File: src/rtl/divider_seq.sv
// Sequential unsigned divider: restoring shift-subtract, one quotient bit per clock.
// Result is {remainder, quotient}, matching the HI/LO layout of the multiplier.
module divider_seq #(
    parameter int          WIDTH = 32,
    parameter logic [5:0]  DIVU  = 6'b011011
) (
    input  logic               clk,
    input  logic               reset,
    input  logic [WIDTH-1:0]   dataA,
    input  logic [WIDTH-1:0]   dataB,
    input  logic [5:0]         Signal,
    output logic [2*WIDTH-1:0] dataOut,
    output logic               busy,
    output logic               done,
    output logic               div_zero
);
    localparam int CW = $clog2(WIDTH) + 1;

    typedef enum logic [1:0] {IDLE, RUN, DONE} state_t;

    state_t             state_q, state_d;
    logic [2*WIDTH-1:0] rq_q, rq_d;
    logic [WIDTH-1:0]   dvs_q, dvs_d;
    logic [CW-1:0]      cnt_q, cnt_d;
    logic               zflag_q, zflag_d;
    logic [2*WIDTH-1:0] dout_q, dout_d;
    logic               done_q, done_d;
    logic               dz_q, dz_d;

    // Partial remainder after the shift keeps the bit shifted out of rq,
    // so the compare against the divisor is one bit wider than the operands.
    logic [WIDTH:0]     t;
    logic [WIDTH:0]     diff;

    always_ff @(posedge clk) begin
        if (reset) begin
            state_q <= IDLE;
            rq_q    <= '0;
            dvs_q   <= '0;
            cnt_q   <= '0;
            zflag_q <= 1'b0;
            dout_q  <= '0;
            done_q  <= 1'b0;
            dz_q    <= 1'b0;
        end else begin
            state_q <= state_d;
            rq_q    <= rq_d;
            dvs_q   <= dvs_d;
            cnt_q   <= cnt_d;
            zflag_q <= zflag_d;
            dout_q  <= dout_d;
            done_q  <= done_d;
            dz_q    <= dz_d;
        end
    end

    always_comb begin
        state_d = state_q;
        rq_d    = rq_q;
        dvs_d   = dvs_q;
        cnt_d   = cnt_q;
        zflag_d = zflag_q;
        dout_d  = dout_q;
        done_d  = 1'b0;
        dz_d    = dz_q;
        t       = rq_q[2*WIDTH-1:WIDTH-1];
        diff    = t - {1'b0, dvs_q};

        case (state_q)
            IDLE: begin
                if (Signal == DIVU) begin
                    rq_d    = {{WIDTH{1'b0}}, dataA};
                    dvs_d   = dataB;
                    zflag_d = (dataB == '0);
                    cnt_d   = '0;
                    state_d = RUN;
                end
            end
            RUN: begin
                if (t >= {1'b0, dvs_q})
                    rq_d = {diff[WIDTH-1:0], rq_q[WIDTH-2:0], 1'b1};
                else
                    rq_d = {t[WIDTH-1:0], rq_q[WIDTH-2:0], 1'b0};
                cnt_d = cnt_q + CW'(1);
                if (cnt_q == CW'(WIDTH - 1))
                    state_d = DONE;
            end
            DONE: begin
                dout_d  = rq_q;
                done_d  = 1'b1;
                dz_d    = zflag_q;
                state_d = IDLE;
            end
            default: state_d = IDLE;
        endcase
    end

    assign dataOut  = dout_q;
    assign busy     = (state_q == RUN);
    assign done     = done_q;
    assign div_zero = dz_q;
endmodule

File: config.mk
export PLATFORM = sky130hd
export DESIGN_NAME = divider_seq
export DESIGN_NICKNAME = d
export VERILOG_FILES = /design/src/rtl/divider_seq.sv
export SDC_FILE = /design/constraint.sdc
export NUM_CORES = 1
export LEC_CHECK = 0
export ABC_AREA = 1
export BUFFER_PORTS_ARGS = -buffer_cell sky130_fd_sc_hd__buf_4
export CORE_MARGIN = 5
export CORE_UTILIZATION = 59
export CTS_BUF_LIST = sky130_fd_sc_hd__clkbuf_8
export CTS_CLUSTER_DIAMETER = 120
export DETAILED_ROUTE_END_ITERATION = 10
export HOLD_SLACK_MARGIN = 0.12
export PLACE_DENSITY = 0.82
export SETUP_SLACK_MARGIN = 0.1
export SLEW_MARGIN = 30
export SYNTH_ARGS = -nofsm -noshare
export SYNTH_HDL_FRONTEND = slang
export SYNTH_SLANG_ARGS = --single-unit
File: constraint.sdc
create_clock -name clk -period 2.2 [get_ports clk]
set_clock_uncertainty 0.1 [all_clocks]
set_input_delay 0.11 -clock clk [delete_from_list [all_inputs] [get_ports clk]]
set_output_delay 0.11 -clock clk [all_outputs]
set_load 0.1 [all_outputs]
After elaboration in Yosys (flattened, before gate mapping)
Index checks and enable logic that the tools add are counted.
- add/subtract/negate cells: 2
- magnitude comparators: 1
- equality and inequality tests: 6
- mux-type cells: 9
- reductions and logical operators: 6
- operators with widths (cell ; number):
    two-way mux 64 bit ; 2
    one-hot mux 64 bit (2 select lines) ; 1
    >= comparator 33 x 32 -> 1 bit ; 1
    logical NOT 32 bit ; 1
    subtractor 32 bit ; 1
    equality test 6 x 5 -> 1 bit (second input constant) ; 2
    one-hot mux 6 bit (2 select lines) ; 1
    adder 6 x 1 -> 6 bit (second input constant) ; 1
    two-way mux 6 bit ; 1
    AND reduction 2 bit ; 3
    two-way mux 2 bit ; 2
    one-hot mux 2 bit (2 select lines) ; 1
    equality test 2 x 1 -> 1 bit (second input constant) ; 1
    equality test 2 bit (second input constant) ; 1
    logical NOT 2 bit ; 1
    != test 2 x 1 -> 1 bit (second input constant) ; 1
    != test 2 bit (second input constant) ; 1
    nonzero test 2 bit ; 1
    two-way mux 1 bit ; 1
- register bits after elaboration: 171
- input port bits: 72
- output and inout port bits: 67
- word-level logic and storage cells: 32

Longest topological paths before layout
- depth after elaboration: 3
- depth in mapped cells: 17
- depth with buffers taken out: 16

Least setup slack after synthesis
OpenSTA, ideal clock, no wires.
- path type: register -> register
- from: register rq_q[31]
- to: register rq_q[56]
- library setup time: 0.134 ns
- arrival time: 1.773 ns
- required time: 1.966 ns
- slack: 0.193 ns
- stages on the path, launching flop included: 16
- path buffers: 0
- period minus slack after synthesis: 2.007 ns
- path through: dfxtp_1 inv_1 ha_1 fa_1 inv_1 nand3_1 nand3_1 nand2_1 nand2_1 nand2_1 nand3_1 nand2_1 nand2_1 nand2_1 nand3_1 a21oi_1
- cells in the longest elaborated chain, start to end: 3
- elaborated cells between the ends (all ways): 4
- classes of those cells: 1 x add/sub; 1 x order compare; 2 x mux
- RTL lines (what ; RTL line ; RTL):
    from (decl) ; 22 ; logic [2*WIDTH-1:0] rq_q, rq_d;
    from (signal assigned) ; 47 ; rq_q <= rq_d;
    subtractor 32 bit / >= comparator 33 x 32 -> 1 bit (equally long branches) ; 67, 80 ;
    two-way mux 64 bit * ; 80 ; if (t >= {1'b0, dvs_q})
    one-hot mux 64 bit (2 select lines) * ; 69 ; case (state_q)
Mark *: on every way between the ends. The rest lies on a longest branch, timed or not.
A chain may end at the register's enable or synchronous reset.

Final worst setup path
- from: register dvs_q[4]
- to: register rq_q[37]
- cells in the longest elaborated chain, start to end: 3
- elaborated cells between the ends (all ways): 4
- classes of those cells: 1 x add/sub; 1 x order compare; 2 x mux
- RTL lines (what ; RTL line ; RTL):
    from (decl) ; 23 ; logic [WIDTH-1:0] dvs_q, dvs_d;
    from (signal assigned) ; 48 ; dvs_q <= dvs_d;
    subtractor 32 bit / >= comparator 33 x 32 -> 1 bit (equally long branches) ; 67, 80 ;
    two-way mux 64 bit * ; 80 ;
    one-hot mux 64 bit (2 select lines) * ; 69 ;
Marked as above.

==> impl_metrics.py <==
metrics = {
    "status": {
        "violations": "setup timing",
        "outcome": "complete, but fails checks",
    },
    "power_and_ir_drop": {
        "seqPwrFrac": 0.355,
        "power_density_nw_per_um2": 646,
        "p_int_mw": 5.59,
        "ir_worst_vdd_mv": 0.448,
        "cellLeakagePower_nw": 6.32,
        "p_clk_frac": 0.265,
        "combPwrFrac": 0.380,
        "netSwitchingFraction": 0.371,
        "power_switching_mw": 3.30,
    },
    "placed_design": {
        "io_buffer_count": 138,
        "hpwl_mm": 21.0,
        "place_area_um2": 11100,
        "routabilityCongestion": 0.969,
    },
    "timing": {
        "fin_crit_sh": 1.08,
        "holdWs_ps": 237,
        "setup_tns_ps": -912,
        "rsz0062_at_grt": "yes",
        "setup_violations": 24,
        "setup_ws_ps": -185,
        "hold_viol": 0,
        "timing.slew.headroom": 0.535,
        "clock.fmax_mhz": 419,
        "finalMaxSlewViolations": 0,
        "min_period_ps": 2380,
        "worst_pin_slew_ps": 691,
    },
    "yosys": {
        "ys_types": 38,
        "yosysMostFrequentCell": "nand2_1",
        "synth_area_um2": 9230,
        "ys_top_cells_by_area": "dfxtp_1 (37%), nand2_1 (14%), inv_1 (8.3%)",
        "yosys_warnings": 0,
        "synth_flop_cell": "dfxtp_1",
        "syn_area_per_cell_um2": 6.59,
        "async_flop_share": 0,
        "synthDominantCellAreaShare": 0.371,
        "synth_area_leader_cell": "dfxtp_1",
        "synth_edf_count": 0,
        "syn_nets": 1506,
        "netlist_instances": 1400,
        "synth_seq_area_share": 0.371,
        "synth-seq-cells": 171,
        "synth_common_cells": "nand2_1 (355), inv_1 (204), dfxtp_1 (171)",
    },
    "grt": {
        "track_usage": 0.388,
        "grt_pass1_wl_mm": 56.5,
        "grt_antenna_before_repair": 0,
        "grt_remaining_overflow": 0,
        "grt_pass1_vias": 11163,
        "grt_max_degree": 68,
    },
    "final_layout": {
        "fillers": 665,
        "seq_area_um2": 3480,
        "nets": 1814,
        "drive_above_1_share": 0.328,
        "num_antenna_cells": 0,
        "final_cell_area_um2": 13800,
        "multiInputGateArea_um2": 5720,
        "area_growth_pct": 49.1,
    },
    "clocking": {
        "cts_buffer_depth": 2,
        "cts_root_buffer": "clkbuf_8",
        "cts_buffers": 17,
        "clk_latency_ps": 500,
        "cts.sinks": 171,
        "clk_pin_slew_worst_paths_ps": 110,
        "htreeDepth": 4,
        "cts_tree": "built",
    },
    "route": {
        "via_count": 11977,
        "final_antenna_net_count": 0,
        "routed_wl_mm": 41.1,
        "drt-initial-drc-count": 1631,
        "post_drt_via_cell_ratio": 6.20,
        "first_pass_iters": 6,
        "routedWlPerCell_um": 21.3,
        "drc": 0,
    },
    "floorplanning": {
        "die_h_um": 135,
        "start_util": 0.605,
        "die_area_um2": 18200,
        "core_area_um2": 15300,
        "die_w_um": 135,
        "ioPinCount": 139,
        "std_cell_rows": 45,
    },
    "setup_path": {
        "crit_start": "dvs_q[4]",
        "cp-start-kind": "register",
        "path_max_fanout": 5,
        "worstSetupPathType": "reg2reg",
        "end_kind": "register",
        "r2r_slack_ps": -180,
        "reg2reg_from": "dvs_q[4]",
        "required_ps": 2490,
        "crit_arrival_ps": 2680,
    },
    "min_path": {
        "hold_path.class": "in2reg",
        "hp-start": "Signal[0]",
    },
    "flow_run": {
        "maxCapViolCount": 0,
    },
}
==> placed cells by master (no fill, tap or decap), types with 22 or more instances in the layout <==
cell type and n:
nand3_2 22, a31oi_1 25, nor2_1 81, inv_1 171, a21oi_1 116, nand2_2 52, inv_2 37, nand2_1 292
dfxtp_1 131, dlygate4sd3_1 74, o21ai_0 126, nand3_1 73, ha_4 32, buf_4 256, dfxtp_2 39
==> final cells by class <==
type,count,area share
multi-input cells,955,0.415
flip-flops and latches,171,0.253
repair buffers,354,0.227
inverters,209,0.0571
well taps,211,0.0192
clock buffers,18,0.0180
clock inverters,14,0.0107
==> through the flow <==
step                 util  worst slack [ps]  total power [mW]  instances
floorplan               -               193              4.60       1400
global placement    0.727              -108              5.37       1783
detailed placement  0.727              -148              5.40       1783
CTS                 0.856              32.6              8.23       1913
global route        0.902              -286              9.11       1932
finish              0.902              -185              8.89       1932
==> logic make-up (layout without fill, tap and decap cells) <==
family          count (synthesis)  after routing  share of synthesized area
flops                         171            171                      0.371
compound gates                300            300                      0.173
simple gates                  607            607                      0.280
xor+xnor                       14             14                     0.0133
buf+inv                       274            595                      0.115
fa+ha+maj                      34             34                     0.0469
==> worst max-delay path, stage by stage (launching register included) <==
cell     delay [ps]
dfxtp_2         340
inv_2            60
ha_4            280
nand2_4          80
nand2_4          60
inv_2            60
nand2_1          70
nand2_1          80
nand3_2         110
nand2_2         110
nand2_4          60
nand2_4          80
nand2_4          80
buf_12          150
buf_8           140
nand2_1          60
nand3_1          80
a21oi_2         280
==> what timing repair did <==
item	in CTS	in global routing
cloned	3	3
hold buffers	74	0
buffers inserted	21	16
resized for setup	114	164
endpoints found under the setup margin	33	40
endpoints found under the hold margin	81	0
pin swaps	29	60
==> registers in the layout (all words and copies together), names as in the netlist <==
signal	count
dataOut	64
done	1
state_q	2
zflag_q	1
div_zero	1
cnt_q	6
dvs_q	32
rq_q	64
==> path summary, 6_finish.rpt <==
check,cells past startpoint,endpoint
setup / recovery,17,rq_q[37]
hold / removal,6,cnt_q[0]
setup reg to reg,17,rq_q[37]
hold reg to reg,2,dvs_q[24]
==> layer usage <==
metal	global-route usage	vias to the layer above	part of all wire
met2	0.676	988	0.47
met1	0.458	5553	0.35
met3	0.0775	298	0.11
met4	0.180	0	0.072
li1	-	5138	-
met5	0	-	0
==> power groups by stage <==
stage | registers, mW | logic, mW | clock network, mW
2_1_floorplan | 3.21 | 1.39 | 0
3_3_place_gp | 3.22 | 2.16 | 0
3_5_place_dp | 3.22 | 2.19 | 0
4_1_cts | 3.15 | 2.79 | 2.28
5_1_grt | 3.16 | 3.51 | 2.44
6_report | 3.16 | 3.38 | 2.36
Note: power is estimated with default switching activity, not from simulation.
